<file path="src/rtl/program_counter.sv">
// WIDTH-bit program counter: clear / load / increment / hold, with a registered wrap pulse.
// Define PC_STICKY_OVF_EN to add a sticky overflow output ovf, cleared only by clr or reset.
module program_counter #(
  parameter int WIDTH     = 16,
  parameter int RESET_VAL = 0
) (
  input  logic             clk,
  input  logic             rst_n,
  input  logic             clr,
  input  logic             load,
  input  logic             inc,
  input  logic [WIDTH-1:0] d,
`ifdef PC_STICKY_OVF_EN
  output logic             ovf,
`endif
  output logic [WIDTH-1:0] q,
  output logic             wrap
);

  localparam logic [WIDTH-1:0] RST_VAL = RESET_VAL[WIDTH-1:0];

  logic [WIDTH-1:0] q_q;
  logic             wrap_q;
  logic [WIDTH:0]   carry;
  logic [WIDTH-1:0] sum;
  logic [WIDTH-1:0] m_inc;
  logic [WIDTH-1:0] m_load;
  logic [WIDTH-1:0] q_d;
  logic             n_load;
  logic             n_clr;
  logic             wrap_c0;
  logic             wrap_c1;
  logic             wrap_d;

  assign carry[0] = 1'b1;

  // Half-adder ripple, then a per-bit mux chain whose order gives clr > load > inc > hold.
  genvar i;
  for (i = 0; i < WIDTH; i++) begin : g_bit
    _xor u_sum    (.a(q_q[i]),    .b(carry[i]),   .y(sum[i]));
    _and u_cry    (.a(q_q[i]),    .b(carry[i]),   .y(carry[i+1]));
    _mux u_m_inc  (.a(q_q[i]),    .b(sum[i]),     .s(inc),  .y(m_inc[i]));
    _mux u_m_load (.a(m_inc[i]),  .b(d[i]),       .s(load), .y(m_load[i]));
    _mux u_m_clr  (.a(m_load[i]), .b(RST_VAL[i]), .s(clr),  .y(q_d[i]));
  end

  // A wrap only counts when the increment is the control that actually wins.
  _not u_n_load (.a(load), .y(n_load));
  _not u_n_clr  (.a(clr),  .y(n_clr));
  _and u_w0     (.a(carry[WIDTH]), .b(inc),    .y(wrap_c0));
  _and u_w1     (.a(wrap_c0),      .b(n_load), .y(wrap_c1));
  _and u_w2     (.a(wrap_c1),      .b(n_clr),  .y(wrap_d));

`ifdef PC_STICKY_OVF_EN
  logic ovf_q;
  logic ovf_set;
  logic ovf_d;

  _or  u_ovf_or  (.a(ovf_q),   .b(wrap_d), .y(ovf_set));
  _and u_ovf_and (.a(ovf_set), .b(n_clr),  .y(ovf_d));
  assign ovf = ovf_q;
`endif

  always_ff @(posedge clk or negedge rst_n) begin
    if (!rst_n) begin
      q_q    <= RST_VAL;
      wrap_q <= 1'b0;
`ifdef PC_STICKY_OVF_EN
      ovf_q  <= 1'b0;
`endif
    end else begin
      q_q    <= q_d;
      wrap_q <= wrap_d;
`ifdef PC_STICKY_OVF_EN
      ovf_q  <= ovf_d;
`endif
    end
  end

  assign q    = q_q;
  assign wrap = wrap_q;

endmodule

// NAND-derived gate library; every gate below is composed from _nand.
module _nand (
  input  logic a,
  input  logic b,
  output logic y
);
  assign y = ~(a & b);
endmodule

module _not (
  input  logic a,
  output logic y
);
  _nand u_n (.a(a), .b(a), .y(y));
endmodule

module _and (
  input  logic a,
  input  logic b,
  output logic y
);
  logic n;
  _nand u_n0 (.a(a), .b(b), .y(n));
  _nand u_n1 (.a(n), .b(n), .y(y));
endmodule

module _or (
  input  logic a,
  input  logic b,
  output logic y
);
  logic na;
  logic nb;
  _nand u_na (.a(a),  .b(a),  .y(na));
  _nand u_nb (.a(b),  .b(b),  .y(nb));
  _nand u_y  (.a(na), .b(nb), .y(y));
endmodule

module _xor (
  input  logic a,
  input  logic b,
  output logic y
);
  logic n0;
  logic n1;
  logic n2;
  _nand u_n0 (.a(a),  .b(b),  .y(n0));
  _nand u_n1 (.a(a),  .b(n0), .y(n1));
  _nand u_n2 (.a(b),  .b(n0), .y(n2));
  _nand u_y  (.a(n1), .b(n2), .y(y));
endmodule

// y = s ? b : a
module _mux (
  input  logic a,
  input  logic b,
  input  logic s,
  output logic y
);
  logic ns;
  logic pa;
  logic pb;
  _nand u_ns (.a(s),  .b(s),  .y(ns));
  _nand u_pa (.a(a),  .b(ns), .y(pa));
  _nand u_pb (.a(b),  .b(s),  .y(pb));
  _nand u_y  (.a(pa), .b(pb), .y(y));
endmodule

</file>
<file path="config.mk">
export PLATFORM = sky130hd
export DESIGN_NAME = program_counter
export DESIGN_NICKNAME = d
export VERILOG_FILES = /design/src/rtl/program_counter.sv
export SDC_FILE = /design/constraint.sdc
export NUM_CORES = 1
export LEC_CHECK = 0
export ABC_CLOCK_PERIOD_IN_PS = 3360
export CAP_MARGIN = 0
export CORE_ASPECT_RATIO = 1.2
export CORE_MARGIN = 1.5
export CORE_UTILIZATION = 30
export DETAILED_ROUTE_END_ITERATION = 8
export PLACE_DENSITY = 0.65
export SLEW_MARGIN = 40
export SYNTH_ARGS = -nofsm -noshare
export SYNTH_HDL_FRONTEND = slang
export SYNTH_SLANG_ARGS = --single-unit
</file>
<file path="constraint.sdc">
create_clock -name clk -period 3.36 [get_ports clk]
set_clock_uncertainty 0.05 [all_clocks]
set_input_delay 0.84 -clock clk [delete_from_list [all_inputs] [get_ports clk]]
set_output_delay 0.84 -clock clk [all_outputs]
set_load 0.05 [all_outputs]
</file>
==> results.py <==
metrics = {
    "status": {
        "status": "finished clean",
    },
    "floorplanning": {
        "die_area_um2": 4340,
        "fp.dieH_um": 71.8,
        "io_pins": 38,
        "placementRows": 24,
        "die_w_um": 60.4,
        "coreArea_um2": 3690,
        "initial_core_util_pct": 32.1,
    },
    "worst_setup_path": {
        "rr_worst_depth": 17,
        "timing.rr.start": "q[1]$_DFF_PN0_",
        "reg2reg_to": "q[15]$_DFF_PN0_",
        "reg2reg_slack_ps": 70,
        "critPathCaptureType": "register",
        "start_kind": "register",
        "critical_path_arrival_ps": 3400,
        "crit_end": "q[15]$_DFF_PN0_",
        "path_max_fanout": 2,
        "cp.required_ps": 3470,
        "crit_path_start": "q[1]$_DFF_PN0_",
        "crit_type": "register to register",
    },
    "route": {
        "wirelength_mm": 2.58,
        "drtIter0Drc": 19,
        "wl_per_cell_um": 14.4,
        "ant_nets": 0,
        "drt-vias-per-instance": 4.63,
        "firstDrtPassIters": 4,
        "drc": 0,
        "vias": 833,
    },
    "place": {
        "io_buffers": 37,
        "dp_cells": 175,
        "dp_hpwl_mm": 1.66,
        "place_congestion": 0.692,
    },
    "cells_and_area": {
        "layout_commonest_cell": "clkdlybuf4s50_1",
        "layout_common_cells": "clkdlybuf4s50_1 (36), dfrtp_1 (17), nor2b_1 (16)",
        "fin_nets": 165,
        "layout-drive-gt1-share_pct": 21.1,
        "finalNonFillerCells": 180,
        "syn_to_final_growth_pct": 43.2,
        "fin_util_pct": 45.9,
        "antenna_cells": 0,
    },
    "global_route": {
        "grt_use_met1_pct": 15.5,
        "met3_usage_pct": 2.89,
        "grt_pass1_wl_mm": 4.04,
        "grt_util_met2_pct": 20.3,
        "overflow": 0,
        "grt_pass1_vias": 875,
        "grt_usage_pct": 12.5,
        "grt_max_degree": 19,
        "grt.busiest_layer": "met2",
        "antenna_found_initial": 0,
    },
    "timing": {
        "finalSetupViolations": 0,
        "layout_min_cycle_time_ps": 3290,
        "hold_viol_final": 0,
        "drv_slew": 0,
        "slew_headroom_pct": 50.4,
        "worst_slew_pin_slew_ps": 742,
        "whs_ps": 444,
        "fin_crit_sh_pct": 98.0,
        "fmax_ghz": 0.304,
    },
    "cts": {
        "clockBufferDepth": 2,
        "cts_buffers": 3,
        "clock_sinks": 17,
        "root_buffer": "clkbuf_8",
        "h-tree-depth": 1,
        "cts_tree": "yes",
        "insertion_delay_ps": 260,
        "path_clk_slew_ps": 70,
        "ctsHoldBuffers": 0,
    },
    "logic_synthesis": {
        "synthCells": 104,
        "ys_types": 14,
        "avgSynthCellArea_um2": 11.4,
        "ys_warn_count": 0,
        "synth-seq-cells": 17,
        "syn-num-nets": 140,
        "yosysSeqAreaShare_pct": 35.9,
        "netlist_area_um2": 1180,
    },
    "pwr": {
        "ir_drop_v": 0.000156,
        "p_leak_nw": 0.678,
        "power.total_mw": 0.568,
        "powerDensity_nw_per_um2": 335,
    },
    "job": {
        "drv_cap": 0,
    },
    "min_path": {
        "holdCritPathClass": "input pin to async pin",
    },
}
==> cell families after synthesis <==
group,Yosys count,synth area share [%]
flip-flops,17,35.9
multiplexers,15,12.7
AND/OR/NAND/NOR,17,9.29
adder cells (fa/ha/maj),15,15.8
XOR/XNOR,1,0.739
AO/OA/AOI/OAI,16,11.0
buffers and inverters,23,14.6
==> routing by layer <==
layer  routed length, um  up-vias
met4                  34        0
met2                1220       30
li1                    -      402
met1                1200      397
met3                 129        4
met5                   0        -
==> metrics by stage <==
stage | setup WS [ps] | area (um^2) | TNS (ps)
final | 68.5 | 1700 | 0
after global routing | -19.4 | 1700 | -19.4
after CTS | 13.0 | 1650 | 0
after detailed placement | -149 | 1500 | -165
after global placement | -109 | 1500 | -109
after floorplan | 12.1 | 1200 | 0
==> cells in the mapped netlist <==
master	count	area, um^2
clkbuf_1	2	7.51
buf_2	2	10.0
a211oi_2	2	25.0
buf_6	1	11.3
buf_4	16	120
dfrtp_1	17	425
inv_2	1	3.75
ha_1	15	188
nor4bb_1	1	10.0
nor2b_1	16	100
mux2i_1	15	150
buf_12	1	20.0
xnor2_1	1	8.76
a211oi_1	14	105
==> power by group <==
part | switching (mW) | internal (mW) | total, mW | leakage, nW
clock network | 0.0742 | 0.0844 | 0.159 | 0.0228
registers | 0.0174 | 0.219 | 0.236 | 0.221
logic | 0.0957 | 0.0778 | 0.174 | 0.434
==> critical path, stage by stage, from the launching register on <==
cell and delay [ps]:
dfrtp_1 390, ha_2 210, ha_4 160, ha_4 160, ha_4 150, ha_4 150, ha_4 150, ha_4 150
ha_4 150, ha_4 150, ha_4 150, ha_2 180, ha_4 160, ha_4 160, ha_4 160, ha_4 240
mux2i_1 60, a211oi_1 200
==> how the worst min path moves through the flow <==
stage                    startpoint              end  slack [ps]  cells after the start
floorplan                     rst_n   q[0]$_DFF_PN0_         490                      0
global placement     q[4]$_DFF_PN0_   q[4]$_DFF_PN0_         590                      2
detailed placement   q[4]$_DFF_PN0_   q[4]$_DFF_PN0_         590                      2
CTS                 q[15]$_DFF_PN0_  q[15]$_DFF_PN0_         620                      2
global route                  rst_n  q[12]$_DFF_PN0_         470                      1
finish                        rst_n  q[10]$_DFF_PN0_         440                      1
==> flip-flops by register name (all words and copies together) (netlist names) <==
name,flops
q,16
wrap,1
==> what timing repair did <==
item,CTS,global route
gates resized for setup,15,4
gates cloned,0,0
pin swaps,3,3
endpoints found under the setup margin,2,2
setup buffers,0,1
endpoints found under the hold margin,0,0
==> final cells by class <==
class / instances / area, um^2
multi-input combinational: 64 / 754
clock buffer: 4 / 45.0
fill: 376 / 2000
sequential: 17 / 425
tap: 52 / 65.1
inverter: 1 / 3.75
timing repair buffer: 42 / 403
Power figures use the tool's default switching activity.
